## src/rtl/mge_phy_reconfig_sequencer.sv

```systemverilog
// mge_phy_reconfig_sequencer: walks a table of DPRIO read-modify-write
// entries and applies each one over an Avalon-MM reconfig port.
// Ports:
//   clk, reset        sole clock, synchronous active-high reset
//   start             one-cycle pulse, accepted only when idle
//   busy, done        run in progress / one-cycle end-of-sequence pulse
//   error             sticky timeout flag, cleared by reset or accepted start
//   rom_index         entry index into the external table
//   rom_data          table word: [25:16] address, [15:8] mask, [7:0] value
//   avmm_*            Avalon-MM master (address, read, write, writedata,
//                     readdata, waitrequest)
module mge_phy_reconfig_sequencer #(
   parameter int RAM_DEPTH = 7,
   parameter int IDX_W     = 3,
   parameter int TIMEOUT   = 1023
) (
   input  logic             clk,
   input  logic             reset,
   input  logic             start,
   output logic             busy,
   output logic             done,
   output logic             error,
   output logic [IDX_W-1:0] rom_index,
   input  logic [25:0]      rom_data,
   output logic [9:0]       avmm_address,
   output logic             avmm_read,
   output logic             avmm_write,
   output logic [31:0]      avmm_writedata,
   input  logic [31:0]      avmm_readdata,
   input  logic             avmm_waitrequest
);

   localparam int CNT_W = (TIMEOUT < 2) ? 1 : $clog2(TIMEOUT + 1);
   localparam logic [CNT_W-1:0] LAST_WAIT = CNT_W'(TIMEOUT - 1);
   localparam logic [IDX_W-1:0] LAST_IDX  = IDX_W'(RAM_DEPTH - 1);

   typedef enum logic [2:0] {
      S_IDLE,
      S_RD,
      S_MOD,
      S_WR,
      S_NEXT,
      S_FIN
   } state_t;

   state_t           r_state;
   state_t           w_next;
   logic [CNT_W-1:0] r_wait;
   logic [31:0]      r_rdq;
   logic [31:0]      r_wdata;
   logic [9:0]       r_addr;
   logic [7:0]       w_new8;
   logic             w_strobe;
   logic             w_stall;

   assign w_new8   = (r_rdq[7:0] & ~rom_data[15:8])
                   | (rom_data[7:0] & rom_data[15:8]);
   assign w_strobe = avmm_read | avmm_write;
   assign w_stall  = w_strobe & avmm_waitrequest;

   always_ff @(posedge clk) begin
      if (reset) begin
         r_state <= S_IDLE;
      end else begin
         r_state <= w_next;
      end
   end

   always_comb begin
      w_next         = r_state;
      busy           = 1'b0;
      done           = 1'b0;
      avmm_read      = 1'b0;
      avmm_write     = 1'b0;
      avmm_address   = '0;
      avmm_writedata = '0;
      unique case (r_state)
         S_IDLE: begin
            if (start) begin
               w_next = S_RD;
            end
         end
         S_RD: begin
            busy         = 1'b1;
            avmm_read    = 1'b1;
            avmm_address = rom_data[25:16];
            if (!avmm_waitrequest) begin
               w_next = S_MOD;
            end else if (r_wait == LAST_WAIT) begin
               w_next = S_FIN;
            end
         end
         S_MOD: begin
            busy = 1'b1;
            // unchanged byte: skip the write cycle entirely
            if (w_new8 == r_rdq[7:0]) begin
               w_next = S_NEXT;
            end else begin
               w_next = S_WR;
            end
         end
         S_WR: begin
            busy           = 1'b1;
            avmm_write     = 1'b1;
            avmm_address   = r_addr;
            avmm_writedata = r_wdata;
            if (!avmm_waitrequest) begin
               w_next = S_NEXT;
            end else if (r_wait == LAST_WAIT) begin
               w_next = S_FIN;
            end
         end
         S_NEXT: begin
            busy = 1'b1;
            if (rom_index == LAST_IDX) begin
               w_next = S_FIN;
            end else begin
               w_next = S_RD;
            end
         end
         S_FIN: begin
            done   = 1'b1;
            w_next = S_IDLE;
         end
         default: begin
            w_next = S_IDLE;
         end
      endcase
   end

   always_ff @(posedge clk) begin
      if (reset) begin
         rom_index <= '0;
         error     <= 1'b0;
         r_wait    <= '0;
         r_rdq     <= '0;
         r_wdata   <= '0;
         r_addr    <= '0;
      end else begin
         if (r_state == S_IDLE && start) begin
            error     <= 1'b0;
            rom_index <= '0;
         end
         if (r_state == S_NEXT && rom_index != LAST_IDX) begin
            rom_index <= rom_index + IDX_W'(1);
         end
         // address is latched so the write targets what was read
         if (r_state == S_RD) begin
            r_addr <= rom_data[25:16];
         end
         if (avmm_read && !avmm_waitrequest) begin
            r_rdq <= avmm_readdata;
         end
         if (r_state == S_MOD) begin
            r_wdata <= {r_rdq[31:8], w_new8};
         end
         // counter restarts whenever no stalled transfer is in flight
         if (w_stall) begin
            r_wait <= r_wait + CNT_W'(1);
            if (r_wait == LAST_WAIT) begin
               error <= 1'b1;
            end
         end else begin
            r_wait <= '0;
         end
      end
   end

endmodule

```

## config.mk

```make
export PLATFORM = sky130hd
export DESIGN_NAME = mge_phy_reconfig_sequencer
export DESIGN_NICKNAME = d
export VERILOG_FILES = /design/src/rtl/mge_phy_reconfig_sequencer.sv
export SDC_FILE = /design/constraint.sdc
export NUM_CORES = 1
export LEC_CHECK = 0
export CAP_MARGIN = 15
export CORE_MARGIN = 3
export CORE_UTILIZATION = 51
export CTS_CLUSTER_SIZE = 16
export DETAILED_ROUTE_END_ITERATION = 8
export PLACE_DENSITY = 0.85
export SKIP_CTS_REPAIR_TIMING = 1
export SYNTH_ARGS = -nofsm -noshare
export SYNTH_HDL_FRONTEND = slang
export SYNTH_SLANG_ARGS = --single-unit
```

## constraint.sdc

```tcl
create_clock -name clk -period 4.28 [get_ports clk]
set_input_delay 0.642 -clock clk [delete_from_list [all_inputs] [get_ports clk]]
set_output_delay 0.642 -clock clk [all_outputs]
set_load 0.005 [all_outputs]
```

==> key figures <==
Pwr
  – Maximum VDD drop: 0.000242 V
  – Power per cell area: 444 nW/µm²
  – Static leakage: 2.01 nW
  – Final total power: about 2.3 mW

Detailed routing
  – Iter 0 DRT Violations: 164
  – Drt pass-1 iters: 4
  – Routed Antenna Nets: 0
  – Via Count: 3707
  – Post-Route WL: just under 10000 µm
  – DRC Markers: 0
  – Routed wire length per instance: 14.2 µm
  – Vias per std cell: approximately 5.3

Critical path
  – CP Launch Type: flip-flop
  – CP dominant cell by count: nand2_1
  – CP max stage delay: between 0.5 and 0.6 ns
  – Worst-path fanout max: 37
  – Req. time, crit path: approximately 3.6 ns
  – Setup crit end kind: output pin
  – FF-to-FF path depth: 5
  – Count of buffer and inverter cells on the critical path: 2
  – Slowest-stage cell, CP: clkdlybuf4s50_1
  – Worst Path Arrival: roughly 2.5 ns
  – CP delay by family, top: simple AND/OR/NAND/NOR gates
  – CP Cell Sequence: nor2b_2, buf_4, and2_1, nand2_1, nand2_1, clkdlybuf4s50_1
  – Critical path type: reg2out
  – Worst r2r dst: r_wdata[21]
  – Start of the worst register-to-register path: r_state[1]
  – Flop2flop setup slack: ~2.3 ns

Timing
  – Total Neg Setup Slack: 0 ns
  – Hold WS: 0.453 ns
  – Worst slew pin tran: 0.973 ns
  – Layout Skew: between 0.008 and 0.009 ns
  – Worst rel slew slack: 0.351
  – Setup WS post-layout: ~1.1 ns
  – Final setup viols: 0
  – Max-slew violation count: 0
  – Final critical-path share of the clock period: 0.740
  – Fmax: about 320 MHz
  – RSZ-0062 raised after global routing: no
  – Post-route minimum period: between 3 and 4 ns
  – Fin. Hold Viols: 0

Clock network
  – Clk slew on worst S/H paths: 0.08 ns
  – Clock root cell: clkbuf_8
  – Htree depth: 3
  – Clock Tree Buf Depth: 2
  – CTS tree: built
  – Skew-Pair Late Insertion Delay: ~0.36 ns
  – Clk sinks: 91
  – CTS buffer count: 9

Floorplan
  – Die width: roughly 94 µm
  – Top Ports: about 110
  – Die footprint: 8820 µm²
  – Row cnt: 31
  – Initial Utilization: 0.535
  – Die Span Y: ~94 µm
  – Core Area: 7370 µm²

Synthesis
  – Mapped Area: 3940 µm²
  – Syn Area/Cell: 7.82 µm²
  – Syn. warnings: 0
  – Syn Inst Count: a little over 500
  – Post-synth top area share: 0.462
  – Xor and xnor area share after synthesis: 0.0333
  – Register area share after synthesis: 0.462
  – Flip-flop and latch count after synthesis: 91
  – Mux contribution to synthesized area: 0.0203
  – Post-synthesis cell type count: 37
  – Synth Area in Compound Gates: 0.133
  – Main combinational cell family by area after synthesis: simple AND/OR/NAND/NOR gates
  – Yosys top cell by area: dfxtp_1
  – Dominant cells by area after synthesis: dfxtp_1, nand2_1, a21oi_1
  – Post-synthesis net count: between 500 and 600
  – Post-Synth Simple-Gate Area: 0.283
  – Synthesized-area fraction occupied by adder cells: 0.0127

Run status
  – Outcome: completed

GRT
  – Number of global-route vias before repair: between 3000 and 4000
  – Antenna violations before repair: 0
  – Global route overflow: 0
  – Largest net degree at the start of global routing: between 50 and 60
  – First-pass GRT wire length: ~16000 µm
  – Global-route usage over all layers: 0.229

Finish
  – # diodes: 0
  – Share of cells above drive strength 1: 0.0434
  – Nets@finish: 660
  – Area delta synth->final: 32.8%
  – Filler cells: roughly 590
  – Final non-filler cell area: roughly 5200 µm²

Hold path
  – HP Start: r_wdata[26]
  – Hold path depth: 2
  – Min-delay worst type: reg2reg
  – Hold worst-path end: r_wdata[26]

Placement
  – DP Worst Slack: 1.53 ns
  – DP Wirelength: 6720 µm
  – DP Area: 5000 µm²
  – Routability cong.: roughly 0.77
  – Input/output buffers: around 110

Run
  – Max-cap violations: 0
==> layout by cell type, fill, tap and decap left out, types with 3 or more instances in the layout <==
cell,netlist,final
nand2_1,165,165
a22oi_1,4,4
mux2i_1,8,8
nor3_1,6,6
clkdlybuf4s50_1,0,110
xor2_1,12,12
nand3_1,6,6
clkbuf_8,0,11
inv_1,4,4
buf_4,2,4
ha_1,4,4
nor2_1,24,24
a21oi_1,71,71
a211oi_1,8,8
dfxtp_1,91,91
nand4_1,3,3
and3_1,34,34
xnor2_1,3,3
==> how the worst max path moves through the flow <==
stage	slack (ns)	endpoint	from	cells after the start
final	1.11	avmm_address[8]	r_state[0]	6
after global routing	0.97	avmm_address[8]	r_state[0]	6
after floorplan	2.44	avmm_address[1]	r_state[0]	6
after global placement	1.64	avmm_address[9]	r_state[0]	6
after detailed placement	1.53	avmm_address[8]	r_state[0]	6
after CTS	1.13	avmm_address[8]	r_state[0]	6
==> through the flow <==
| stage | instances | util |
|---|---|---|
| after floorplan | 504 | - |
| after global placement | 682 | 0.679 |
| after detailed placement | 682 | 0.679 |
| after CTS | 698 | 0.711 |
| after global routing | 698 | 0.711 |
| final | 698 | 0.711 |
==> per-layer routing <==
layer	GRT usage	vias up	share of wire
li1	-	1851	-
met1	0.279	1735	0.43
met2	0.402	115	0.51
met3	0.0529	6	0.057
met4	0.0626	0	0.0084
met5	0	-	0
==> sequential cells by signal (all words and copies together), names as in the netlist <==
signal / count
r_wdata: 32
r_state: 3
error: 1
r_rdq: 32
r_wait: 10
rom_index: 3
r_addr: 10
==> kinds of logic (layout without fill, tap and decap cells) <==
kind of cell	after synthesis	in the layout
compound gates	94	94
xor+xnor	15	15
flops	91	91
simple gates	251	251
buf+inv	41	136
mux	8	8
fa+ha+maj	4	4
==> where the power goes <==
group / total (mW) / leakage [nW] / internal, mW / switching, mW
registers: 1.01 / 0.738 / 0.946 / 0.0636
clock network: 0.663 / 0.112 / 0.363 / 0.300
logic: 0.654 / 1.16 / 0.263 / 0.392
total: 2.33 / 2.01 / 1.57 / 0.756
==> synthesized netlist by cell type (all sizes together) <==
master / n
and4: 1
nor3: 6
and3: 34
xnor2: 3
a21oi: 71
mux2i: 8
a211oi: 8
or3b: 1
or3: 2
clkbuf: 20
inv: 5
nand4: 3
buf: 16
o21ai: 2
a31oi: 2
nand2: 165
dfxtp: 91
nor2b: 1
o21a: 1
a2bb2oi: 1
a22o: 1
nand3b: 1
nor4: 2
and2: 2
a22oi: 4
nor4b: 1
o22ai: 2
xor2: 12
nor2: 25
ha: 4
nand2b: 1
a32oi: 2
nand3: 6
==> tightest hold or removal path: stages (launching register included) <==
cell     delay, ns
dfxtp_1       0.31
nand2_1       0.05
a21oi_1       0.05
==> final cells by class <==
class                   count  area [µm²]  area share
clock inverters             5        83.8      0.0160
well taps                  99         124      0.0237
multi-input cells         372        1900       0.363
repair buffers            115        1140       0.217
inverters                   5        18.8     0.00358
clock buffers              11         151      0.0289
flip-flops and latches     91        1820       0.348
Note: power is estimated with default switching activity, not from simulation.
